<file path="config.mk">
export PLATFORM = sky130hd
export DESIGN_NAME = multi_clk_div
export DESIGN_NICKNAME = d
export VERILOG_FILES = /design/src/rtl/multi_clk_div.sv
export SDC_FILE = /design/constraint.sdc
export NUM_CORES = 1
export LEC_CHECK = 0
export CAP_MARGIN = 20
export CORE_UTILIZATION = 47
export DETAILED_ROUTE_END_ITERATION = 12
export PLACE_DENSITY = 0.64
export SLEW_MARGIN = 15
export SYNTH_ARGS = -nofsm -noshare
export SYNTH_HDL_FRONTEND = slang
export SYNTH_SLANG_ARGS = --single-unit
</file>
<file path="constraint.sdc">
create_clock -name clk_in -period 2.5 [get_ports clk_in]
set_input_delay 0.375 -clock clk_in [delete_from_list [all_inputs] [get_ports clk_in]]
set_output_delay 0.375 -clock clk_in [all_outputs]
set_load 0.02 [all_outputs]
</file>
<file path="src/rtl/multi_clk_div.sv">
// Multi-channel programmable clock divider: NUM_CH independent 50%-duty outputs with tick strobes,
// shadowed divisor updates that only take effect at a half-period boundary, and a common phase sync.
module multi_clk_div #(
    parameter int NUM_CH    = 4,
    parameter int CNT_W     = 17,
    parameter int DIV_RESET = 104166
) (
    input  logic                    clk_in,
    input  logic                    reset,
    input  logic [NUM_CH-1:0]       en,
    input  logic                    sync,
    input  logic [NUM_CH-1:0]       load,
    input  logic [NUM_CH*CNT_W-1:0] div_in,
    output logic [NUM_CH-1:0]       clk_out,
    output logic [NUM_CH-1:0]       tick,
    output logic [NUM_CH-1:0]       pending
);

    localparam logic [CNT_W-1:0] DIV_INIT = CNT_W'(DIV_RESET);

    for (genvar g = 0; g < NUM_CH; g++) begin : g_ch
        logic [CNT_W-1:0] cnt;
        logic [CNT_W-1:0] div_act;
        logic [CNT_W-1:0] div_shd;
        logic             pend;
        logic             clk_q;
        logic             tick_q;
        logic             tc;

        assign tc = en[g] && (cnt == div_act);

        // The load capture sits after the priority chain so a same-edge load wins over the pend
        // clear, while the transfer into div_act still sees the old shadow value.
        always_ff @(posedge clk_in or negedge reset) begin
            if (!reset) begin
                cnt     <= '0;
                div_act <= DIV_INIT;
                div_shd <= DIV_INIT;
                pend    <= 1'b0;
                clk_q   <= 1'b0;
                tick_q  <= 1'b0;
            end else begin
                if (!en[g]) begin
                    cnt    <= '0;
                    clk_q  <= 1'b0;
                    tick_q <= 1'b0;
                    if (pend) begin
                        div_act <= div_shd;
                        pend    <= 1'b0;
                    end
                end else if (sync) begin
                    cnt    <= '0;
                    clk_q  <= 1'b0;
                    tick_q <= 1'b0;
                end else if (tc) begin
                    cnt    <= '0;
                    clk_q  <= ~clk_q;
                    tick_q <= ~clk_q;
                    if (pend) begin
                        div_act <= div_shd;
                        pend    <= 1'b0;
                    end
                end else begin
                    cnt    <= cnt + 1'b1;
                    tick_q <= 1'b0;
                end

                if (load[g]) begin
                    div_shd <= div_in[g*CNT_W +: CNT_W];
                    pend    <= 1'b1;
                end
            end
        end

        assign clk_out[g] = clk_q;
        assign tick[g]    = tick_q;
        assign pending[g] = pend;
    end

endmodule
</file>
==> results.tsv, run 1 <==
stage	metric	value	unit
pwr	Seq pwr share	48.3	%
pwr	Pwr Density	744	mW/mm^2
outcome	outcome	finished, final reports clean	
floorplanning	chip height	146	um
clock_network	Sink Count	216	
finish	n_diodes	0	
synth	Synth Warn #	0	
placed_design	Post-Place Cells	1111	
synth	Syn Inst Count	768	
finish	multi-input logic area	0.00395	mm^2
clock_network	latest clock arrival within the worst-skew pair	510	ps
drt	DR vias	5840	
global_route	initial antenna violation count	0	
clock_network	Reg clk slew, reported paths	60	ps
finish	Post-Layout Cell Count	1155	
synth	mux share of post-synthesis cell area	16.3	%
global_route	vias in the first global route	6410	
synth	Post-synth ARST share	100	%
critical_path	worst r2r src	g_ch[2].div_act[16]$_DFFE_PN1P_	
floorplanning	full die area	0.0213	mm^2
placed_design	gpl congestion	0.809	
sta	Layout Skew	8.44	ps
placed_design	Post-Place Cell Area	0.0110	mm^2
clock_network	clock buffer depth	3	
floorplanning	Row Count	52	
critical_path	WP data required	2890	ps
drt	first drt pass iteration count	4	
synth	Synth Cell Area	0.00974	mm^2
critical_path	Worst EP arrival	2570	ps
sta	setup TNS	0	ps
sta	Slew @ Worst Pin	633	ps
finish	fraction of layout cells with a size suffix above 1	30.5	%
clock_network	H-tree levels	1	
synth	ys flop type	dfrtp_1	
critical_path	r2r worst-path depth	6	
drt	# DRC	0	
global_route	first-pass GRT wire length	32100	um
clock_network	root buffer cell	clkbuf_16	
synth	syn_nets	851	
pwr	Leak Pwr	0.00478	uW
floorplanning	die width	146	um
global_route	largest net degree at the start of global routing	76	
sta	hold violation total from the final report	0	
synth	Cell variety after synth	38	
floorplanning	initial core utilization	48.0	%
sta	worst rel slew slack	57.8	%
critical_path	worst r2r dst	g_ch[2].div_act[0]$_DFFE_PN0P_	
clock_network	cts hold-fix bufs	1	
pwr	peak supply drop	0.495	mV
sta	fin. max-slew vios	0	
synth	number of synthesized flops with an enable pin	0	
drt	drt wl/cell	16.1	um
pwr	combinational fraction of design power	10.9	%
critical_path	WS Path Type	flip-flop to flip-flop	
synth	adder-cell share of the synthesized area	0.514	%
clock_network	Setup Buffers After CTS	0	
critical_path	critical path peak fanout	17	
flow_run	# Max-Cap Violations	0	
sta	Final Critical Period	2180	ps
sta	RSZ-0062 raised after global routing	no	
min_path	Hold Crit Class	primary input to async pin	
critical_path	CP startpoint kind	flip-flop	
synth	Post-Synth XOR/XNOR Area	11.3	%
clock_network	Resize count post-CTS	0	
synth	register area share after synthesis	56.5	%
placed_design	detailed placer's ending HPWL	13100	um
placed_design	input/output buffers	90	
critical_path	reg2reg setup slack	320	ps
finish	synth-to-layout area growth	20.9	%
pwr	Clock Power Share	40.8	%
pwr	Psw	1960	uW
drt	Final ANT Viol Nets	0	
synth	post-synthesis simple-gate area fraction	10.6	%
clock_network	CTS Buf Count	24	
sta	fmax	0.458	GHz
global_route	GRT Overall Usage	18.3	%
drt	Routed WL	18600	um
synth	Mean Syn Cell Area	12.7	um^2
drt	Iter 0 DRT Violations	260	
finish	Reg area	0.00551	mm^2
synth	Synth Area in Compound Gates	1.81	%
global_route	global route overflow	0	
critical_path	crit path capture type	flip-flop	
pwr	Sw Share	22.4	%
drt	Via density	5.06	
sta	final setup violation count	0	
finish	design area	0.0118	mm^2
finish	fin nets	951	
floorplanning	core box area	0.0203	mm^2
floorplanning	I/O pins	91	
synth	synthesized flop and latch total	216	
pwr	Power Internal	6800	uW
finish	Filler Cells Inserted	1689	
clock_network	CTS tree	built	
finish	Finished Core Util	58.0	%
sta	final worst path period share	87.4	%
synth	largest family of logic cells by synthesized area	multiplexers	
## through the flow
stage	setup WS [ps]	power (uW)	hold WS, ps
2_1_floorplan	355	4840	79.4
3_3_place_gp	315	5210	434
3_5_place_dp	278	5260	442
4_1_cts	286	8900	452
5_1_grt	153	9170	460
6_report	316	8760	461
## state kept, by name, indices dropped and copies added, names as in the netlist
| signal | flops |
|---|---|
| g_ch.cnt | 68 |
| g_ch.div_act | 68 |
| g_ch.div_shd | 68 |
| g_ch.clk_q | 4 |
| g_ch.pend | 4 |
| g_ch.tick_q | 4 |
## how the worst max path moves through the flow
stage                                                from                              end  slack (ps)
after global placement                               sync   g_ch[1].div_act[0]$_DFFE_PN0P_         320
after detailed placement                             sync   g_ch[1].div_act[3]$_DFFE_PN0P_         280
after global routing            g_ch[2].cnt[10]$_DFF_PN0_   g_ch[2].div_act[4]$_DFFE_PN0P_         150
after CTS                       g_ch[0].cnt[13]$_DFF_PN0_   g_ch[0].div_act[3]$_DFFE_PN0P_         290
final                     g_ch[2].div_act[16]$_DFFE_PN1P_   g_ch[2].div_act[0]$_DFFE_PN0P_         320
after floorplan           g_ch[2].div_act[16]$_DFFE_PN1P_  g_ch[2].div_act[11]$_DFFE_PN0P_         350
## cell families (layout without fill, tap and decap cells)
logic type / count (synthesis) / after routing
flip-flops: 216 / 216
multiplexers: 138 / 138
adder cells (fa/ha/maj): 4 / 4
AO/OA/AOI/OAI: 18 / 18
buffers and inverters: 58 / 175
XOR/XNOR: 126 / 126
AND/OR/NAND/NOR: 208 / 208
## routing by layer
layer  routed length, um  vias to the layer above  GRT usage [%]
li1                    -                     2796              -
met1                8450                     2925           24.6
met2                9050                       90           30.6
met3                 673                       29           3.29
met4                 454                        0           5.11
met5                   0                        -              0
## synth_stat cells (3+ instances only)
master | n | area [um^2]
clkbuf_1 | 16 | 60.1
and4_1 | 4 | 35.0
mux2_2 | 118 | 1330
nand3_1 | 24 | 120
dfstp_2 | 80 | 2100
inv_1 | 21 | 78.8
buf_4 | 12 | 90.1
ha_1 | 4 | 50.1
nand2b_1 | 8 | 50.1
nor4_2 | 3 | 37.5
and3_1 | 7 | 43.8
nand4_1 | 12 | 75.1
dfrtp_1 | 136 | 3400
nor4_1 | 13 | 81.3
mux2_4 | 10 | 150
xnor2_1 | 70 | 613
a21oi_1 | 4 | 20.0
buf_2 | 5 | 25.0
nor2_1 | 87 | 327
mux2_1 | 10 | 113
nor3_1 | 15 | 75.1
nand2_1 | 22 | 82.6
nor2b_1 | 5 | 31.3
or3_1 | 3 | 18.8
xor2_1 | 56 | 490
## worst max-delay path, stage by stage, from the launching register on
cell     delay [ps]
dfstp_2         530
xor2_1           70
nor4_2          310
nand4_2         240
o32ai_4         340
buf_12          210
mux2_2          350
## power by group through the flow
stage,clock (uW),sequential [uW],combinational [uW]
2_1_floorplan,0,4200,646
3_3_place_gp,0,4280,929
3_5_place_dp,0,4290,965
4_1_cts,3690,4240,976
5_1_grt,3840,4280,1050
6_report,3580,4230,955
## area by class of cell
cell class | instances | area share (%)
clock buffers | 40 | 6.04
clock inverters | 3 | 0.765
inverters | 21 | 0.669
multi-input cells | 494 | 33.5
flip-flops and latches | 216 | 46.7
well taps | 270 | 2.87
repair buffers | 111 | 9.36
## cell usage in the layout (no fill, tap or decap), drive strengths merged
| cell type | n |
|---|---|
| clkdlybuf4s50 | 89 |
| dfrtp | 136 |
| o211ai | 2 |
| o32ai | 2 |
| nor4 | 16 |
| inv | 21 |
| a221o | 1 |
| a31oi | 2 |
| clkbuf | 41 |
| xor2 | 56 |
| dlygate4sd3 | 1 |
| dfstp | 80 |
| bufinv | 3 |
| o22ai | 1 |
| nand2 | 22 |
| nor2 | 87 |
| nor3 | 16 |
| mux2 | 138 |
| and4 | 4 |
| nand2b | 8 |
| o21ai | 2 |
| buf | 20 |
| and3 | 7 |
| or3 | 3 |
| ha | 4 |
| nor4b | 2 |
| nand3 | 24 |
| a32oi | 2 |
| a21o | 2 |
| nor2b | 5 |
| nand4 | 14 |
| xnor2 | 70 |
| a21oi | 4 |
Note: power is estimated with default switching activity, not from simulation.
==> run 2, diff against run 1 <==
--- a/config.mk
+++ b/config.mk
@@ -8,7 +8,9 @@
 export CAP_MARGIN = 20
 export CORE_UTILIZATION = 47
 export DETAILED_ROUTE_END_ITERATION = 12
+export GPL_TIMING_DRIVEN = 0
 export PLACE_DENSITY = 0.64
+export SKIP_CTS_REPAIR_TIMING = 1
 export SLEW_MARGIN = 15
 export SYNTH_ARGS = -nofsm -noshare
 export SYNTH_HDL_FRONTEND = slang
==> run 2 against run 1 <==
Sequential cell count is the same; sequential power hardly changed; utilization rose by 0.35 points.
==> results.tsv, run 2 (synthesized netlist as in run 1, its figures left out) <==
stage	metric	value	unit	change
outcome	outcome	finished, final reports clean		
critical_path	critical path peak fanout	10		-7
critical_path	CP Cell Sequence	xor2_1 -> nor4_1 -> nand2_1 -> o32ai_4 -> buf_6 -> mux2_1		
global_route	initial antenna violation count	0		unchanged
drt	WL met2	8970	um	-0.88%
critical_path	WP data required	2890	ps	about the same
critical_path	CP peak stage delay	450	ps	-80 ps
clock_network	CTS Buf Count	24		unchanged
critical_path	worst r2r dst	g_ch[0].div_act[8]$_DFFE_PN0P_		
clock_network	latest clock arrival within the worst-skew pair	510	ps	about the same
drt	uppermost layer routed	met4		
drt	Final ANT Viol Nets	0		unchanged
pwr	Pwr Density	719	mW/mm^2	-3.4%
placed_design	input/output buffers	86		-4.4%
flow_run	# Max-Cap Violations	0		unchanged
drt	drt wl/cell	15.5	um	-4.2%
finish	most frequent cells in the layout	dfrtp_1 (136), mux2_2 (118), nor2_1 (87)		
finish	Filler Cells Inserted	1665		-1.4%
drt	WL met1	8150	um	-3.6%
finish	fin nets	973		+2.3%
floorplanning	full die area	0.0213	mm^2	unchanged
clock_network	CTS tree	built		
clock_network	clock buffer depth	3		unchanged
sta	final setup violation count	0		unchanged
global_route	largest net degree at the start of global routing	86		+13%
clock_network	root buffer cell	clkbuf_16		
critical_path	Worst EP arrival	2760	ps	+190 ps
critical_path	reg2reg setup slack	130	ps	-190 ps
finish	fraction of layout cells with a size suffix above 1	31.7	%	+1.2 points
critical_path	Worst path depth	6		unchanged
drt	Iter 0 DRT Violations	274		+5.4%
finish	multi-input logic area	0.00397	mm^2	+0.44%
sta	hold_ws	373	ps	-87.8 ps
floorplanning	die width	146	um	unchanged
critical_path	CP startpoint kind	flip-flop		
finish	n_diodes	0		unchanged
finish	Finished Core Util	58.4	%	+0.35 points
placed_design	detailed placer's ending HPWL	12900	um	-1.7%
sta	final worst path period share	94.8	%	+7.4 points
sta	fmax	0.422	GHz	-7.8%
drt	routed wl met3	748	um	+11%
floorplanning	I/O pins	91		unchanged
critical_path	crit path capture type	flip-flop		
sta	worst rel slew slack	57.0	%	-0.84 points
drt	Routed WL	18200	um	-2.2%
placed_design	gpl congestion	0.797		-1.5%
critical_path	critical path's top delay family	simple AND/OR/NAND/NOR gates		
drt	Via density	5.02		-0.66%
global_route	global route overflow	0		unchanged
finish	commonest non-fill, non-tap cell in the layout	dfrtp_1		
critical_path	Buf+Inv Stages, Crit Path	1		unchanged
sta	Slew @ Worst Pin	645	ps	+12.7 ps
sta	hold violation total from the final report	0		unchanged
sta	Final Critical Period	2370	ps	+186 ps
clock_network	Reg clk slew, reported paths	60	ps	about the same
global_route	GRT Overall Usage	18.0	%	-0.38 points
min_path	Hold Crit Class	primary input to async pin		
finish	registers with the most flip-flops	g_ch.cnt (68), g_ch.div_act (68), g_ch.div_shd (68)		
finish	synth-to-layout area growth	21.6	%	
floorplanning	chip height	146	um	unchanged
drt	DR vias	5917		+1.3%
global_route	vias in the first global route	6311		-1.5%
floorplanning	initial core utilization	48.0	%	unchanged
critical_path	Critical Path End	g_ch[0].div_act[8]$_DFFE_PN0P_		
pwr	peak supply drop	0.494	mV	-0.31%
finish	Reg area	0.00551	mm^2	unchanged
critical_path	launch point of the critical path	g_ch[0].cnt[5]$_DFF_PN0_		
clock_network	Sink Count	216		unchanged
critical_path	Slowest-stage cell, CP	o32ai_4		
drt	# DRC	0		unchanged
floorplanning	Row Count	52		unchanged
floorplanning	core box area	0.0203	mm^2	unchanged
global_route	first-pass GRT wire length	31200	um	-2.7%
sta	fin. max-slew vios	0		unchanged
critical_path	worst r2r src	g_ch[0].cnt[5]$_DFF_PN0_		
sta	Layout Skew	6.51	ps	-1.93 ps
critical_path	r2r worst-path depth	6		unchanged
critical_path	WS Path Type	flip-flop to flip-flop		
drt	first drt pass iteration count	4		unchanged
sta	RSZ-0062 raised after global routing	no		
clock_network	H-tree levels	1		unchanged
pwr	Leak Pwr	0.00483	uW	+1.1%
==> run 2: cell count changes in the layout (fill, tap and decap cells not counted), sizes merged <==
cell / previous run / this run
clkbuf: 41 / 53
bufinv: 3 / 0
clkdlybuf4s50: 89 / 85
clkinv: 0 / 7
buf: 20 / 31
==> run 2: per-layer routing <==
metal / vias to the layer above / GRT usage (%)
li1: 2849 / -
met1: 2945 / 23.8
met2: 102 / 30.5
met3: 21 / 3.23
met4: 0 / 4.53
met5: - / 0
==> run 2: area by class of cell <==
class	instances	area share [%]
flip-flops and latches	216	46.5
multi-input cells	494	33.5
repair buffers	96	8.41
clock buffers	37	6.08
well taps	270	2.85
plain buffers	37	1.73
inverters	21	0.665
clock inverters	7	0.296
==> run 2: worst min-delay path by stage <==
stage | end | slack, ps | cells past startpoint
2_1_floorplan | g_ch[0].clk_q$_DFFE_PN0P_ | 80 | 0
3_3_place_gp | g_ch[2].tick_q$_DFF_PN0_ | 470 | 1
3_5_place_dp | g_ch[2].div_shd[4]$_DFFE_PN0P_ | 320 | 1
4_1_cts | g_ch[2].div_shd[4]$_DFFE_PN0P_ | -220 | 1
5_1_grt | g_ch[2].div_shd[4]$_DFFE_PN0P_ | 400 | 2
6_report | g_ch[2].div_shd[4]$_DFFE_PN0P_ | 370 | 2
==> run 2: worst reg2reg max path: cells and delay by family (launching register included) <==
family / cells / cell delay, ps
and+or+nand+nor: 2 / 620
AOI/OAI and AO/OA: 1 / 450
DFF: 1 / 440
muxes: 1 / 340
buffers and inverters: 1 / 230
xor gates and xnor gates: 1 / 180
==> run 2: power breakdown <==
part	total (uW)	switching (uW)	leakage (uW)	internal (uW)
clock	3330	1350	0.000380	1980
sequential	4220	233	0.00260	3990
combinational	965	383	0.00186	582
==> run 2: per-stage QoR <==
step           setup WS (ps)  instances  area (um^2)  setup TNS (ps)  power, uW
2_1_floorplan            355        768         9740               0       4840
6_report                 130       1178        11800               0       8510
4_1_cts                -26.7       1170        11800           -67.0       8630
5_1_grt                 35.5       1178        11800               0       8920
3_5_place_dp            -183       1126        11000           -6820       5240
3_3_place_gp           -7550       1124        10900        -1418960       5190
==> run 3, diff against run 2 <==
==> constraint.sdc (replaced) <==
create_clock -name clk_in -period 3.1 [get_ports clk_in]
set_input_delay 0.465 -clock clk_in [delete_from_list [all_inputs] [get_ports clk_in]]
set_output_delay 0.465 -clock clk_in [all_outputs]
set_load 0.02 [all_outputs]
==> run 3 against run 2 <==
Critical path depth stayed put; sequential share of layout area increased by 0.33 points; power shrank 20%; largest power group unchanged.
==> results.tsv, run 3 (synthesized netlist as in run 1, its figures left out) <==
stage	metric	value	unit	change
sta	hold violation total from the final report	0		unchanged
critical_path	r2r worst-path depth	6		unchanged
drt	drt wl/cell	15.4	um	-0.20%
clock_network	Reg clk slew, reported paths	60	ps	about the same
critical_path	launch point of the critical path	g_ch[0].cnt[5]$_DFF_PN0_		
placed_design	gpl congestion	0.797		unchanged
critical_path	critical path peak fanout	10		unchanged
pwr	Pwr Density	582	mW/mm^2	-19%
critical_path	CP startpoint kind	flip-flop		
floorplanning	full die area	0.0213	mm^2	unchanged
min_path	Hold Crit Class	primary input to async pin		
finish	n_diodes	0		unchanged
finish	most frequent cells in the layout	dfrtp_1 (136), mux2_2 (118), nor2_1 (87)		
sta	fin. max-slew vios	0		unchanged
drt	Routed WL	18100	um	-0.80%
finish	fin nets	966		-0.72%
clock_network	CTS Buf Count	24		unchanged
floorplanning	die width	146	um	unchanged
finish	synth-to-layout area growth	20.8	%	
sta	final worst path period share	79.8	%	-15 points
global_route	vias in the first global route	6311		unchanged
drt	DR vias	5856		-1.0%
floorplanning	initial core utilization	48.0	%	unchanged
floorplanning	core box area	0.0203	mm^2	unchanged
drt	# DRC	0		unchanged
pwr	peak supply drop	0.398	mV	-19%
drt	first drt pass iteration count	4		unchanged
clock_network	clock buffer depth	3		unchanged
critical_path	Worst EP arrival	2860	ps	+100 ps
critical_path	WS Path Type	flip-flop to flip-flop		
clock_network	root buffer cell	clkbuf_16		
sta	Layout Skew	8.02	ps	+1.51 ps
critical_path	WP data required	3490	ps	+600 ps
flow_run	# Max-Cap Violations	0		unchanged
sta	final setup violation count	0		unchanged
sta	hold_ws	463	ps	+90.1 ps
global_route	largest net degree at the start of global routing	86		unchanged
pwr	Leak Pwr	0.00479	uW	-0.88%
finish	fraction of layout cells with a size suffix above 1	30.7	%	-0.97 points
sta	RSZ-0062 raised after global routing	no		
outcome	outcome	finished, final reports clean		
critical_path	crit path capture type	flip-flop		
global_route	global route overflow	0		unchanged
finish	Post-Layout Cell Count	1171		-0.59%
clock_network	H-tree levels	1		unchanged
drt	Final ANT Viol Nets	0		unchanged
clock_network	latest clock arrival within the worst-skew pair	510	ps	about the same
placed_design	detailed placer's ending HPWL	12900	um	unchanged
finish	commonest non-fill, non-tap cell in the layout	dfrtp_1		
sta	Final Critical Period	2470	ps	+103 ps
drt	Via density	5.00		-0.44%
floorplanning	Row Count	52		unchanged
placed_design	input/output buffers	86		unchanged
placed_design	Post-Place Cells	1126		unchanged
critical_path	worst r2r src	g_ch[0].cnt[5]$_DFF_PN0_		
global_route	GRT Overall Usage	18.0	%	unchanged
global_route	initial antenna violation count	0		unchanged
floorplanning	chip height	146	um	unchanged
finish	registers with the most flip-flops	g_ch.cnt (68), g_ch.div_act (68), g_ch.div_shd (68)		
clock_network	CTS tree	built		
clock_network	Sink Count	216		unchanged
drt	Iter 0 DRT Violations	247		-9.9%
floorplanning	I/O pins	91		unchanged
sta	fmax	0.404	GHz	-4.2%
sta	worst rel slew slack	58.1	%	+1.1 points
sta	Slew @ Worst Pin	628	ps	-17.2 ps
global_route	first-pass GRT wire length	31200	um	unchanged
-- run 3: routing by layer --
layer / vias to the layer above / track usage [%] / wire (um)
li1: 2833 / - / -
met1: 2911 / 23.8 / 8160
met2: 88 / 30.5 / 8830
met3: 24 / 3.23 / 706
met4: 0 / 4.53 / 365
met5: - / 0 / 0
-- run 3: final timing paths --
kind                                                        to  slack (ps)
worst max register to register  g_ch[0].div_act[8]$_DFFE_PN0P_         630
worst min-delay path            g_ch[2].div_shd[4]$_DFFE_PN0P_         460
max in group asynchronous       g_ch[1].div_shd[7]$_DFFE_PN1P_        1510
min in group clk_in                   g_ch[1].tick_q$_DFF_PN0_         490
worst min register to register        g_ch[1].tick_q$_DFF_PN0_         490
worst max-delay path            g_ch[0].div_act[8]$_DFFE_PN0P_         630
-- run 3: final cells by class --
cell class,instances,area [um^2]
tap,270,338
fill,1673,8530
multi-input combinational,494,3950
inverter,21,78.8
clock buffer,37,721
timing repair buffer,89,931
clock inverter,7,35.0
sequential,216,5510
buffer,37,205
-- run 3: worst max-delay path, cell delays in order, from the launching register on --
cell     delay, ps
dfrtp_1        440
xor2_1         180
nor4_1         360
nand2_1        240
o32ai_4        550
buf_6          240
mux2_1         340
-- run 3: where the power goes --
| group | internal (uW) | switching, uW |
|---|---|---|
| Clock | 1590 | 1090 |
| Combinational | 459 | 303 |
| Sequential | 3220 | 188 |
-- run 3: per-stage QoR --
stage / power, uW / cell area (um^2) / setup WS, ps / TNS (ps) / utilization [%]
finish: 6850 / 11800 / 627 / 0 / 58.0
global route: 7170 / 11800 / 450 / 0 / 58.0
CTS: 6960 / 11800 / 573 / 0 / 57.9
detailed placement: 4230 / 11000 / 327 / 0 / 54.2
global placement: 4180 / 10900 / -7040 / -1304880 / 53.9
floorplan: 3910 / 9740 / 955 / 0 / -
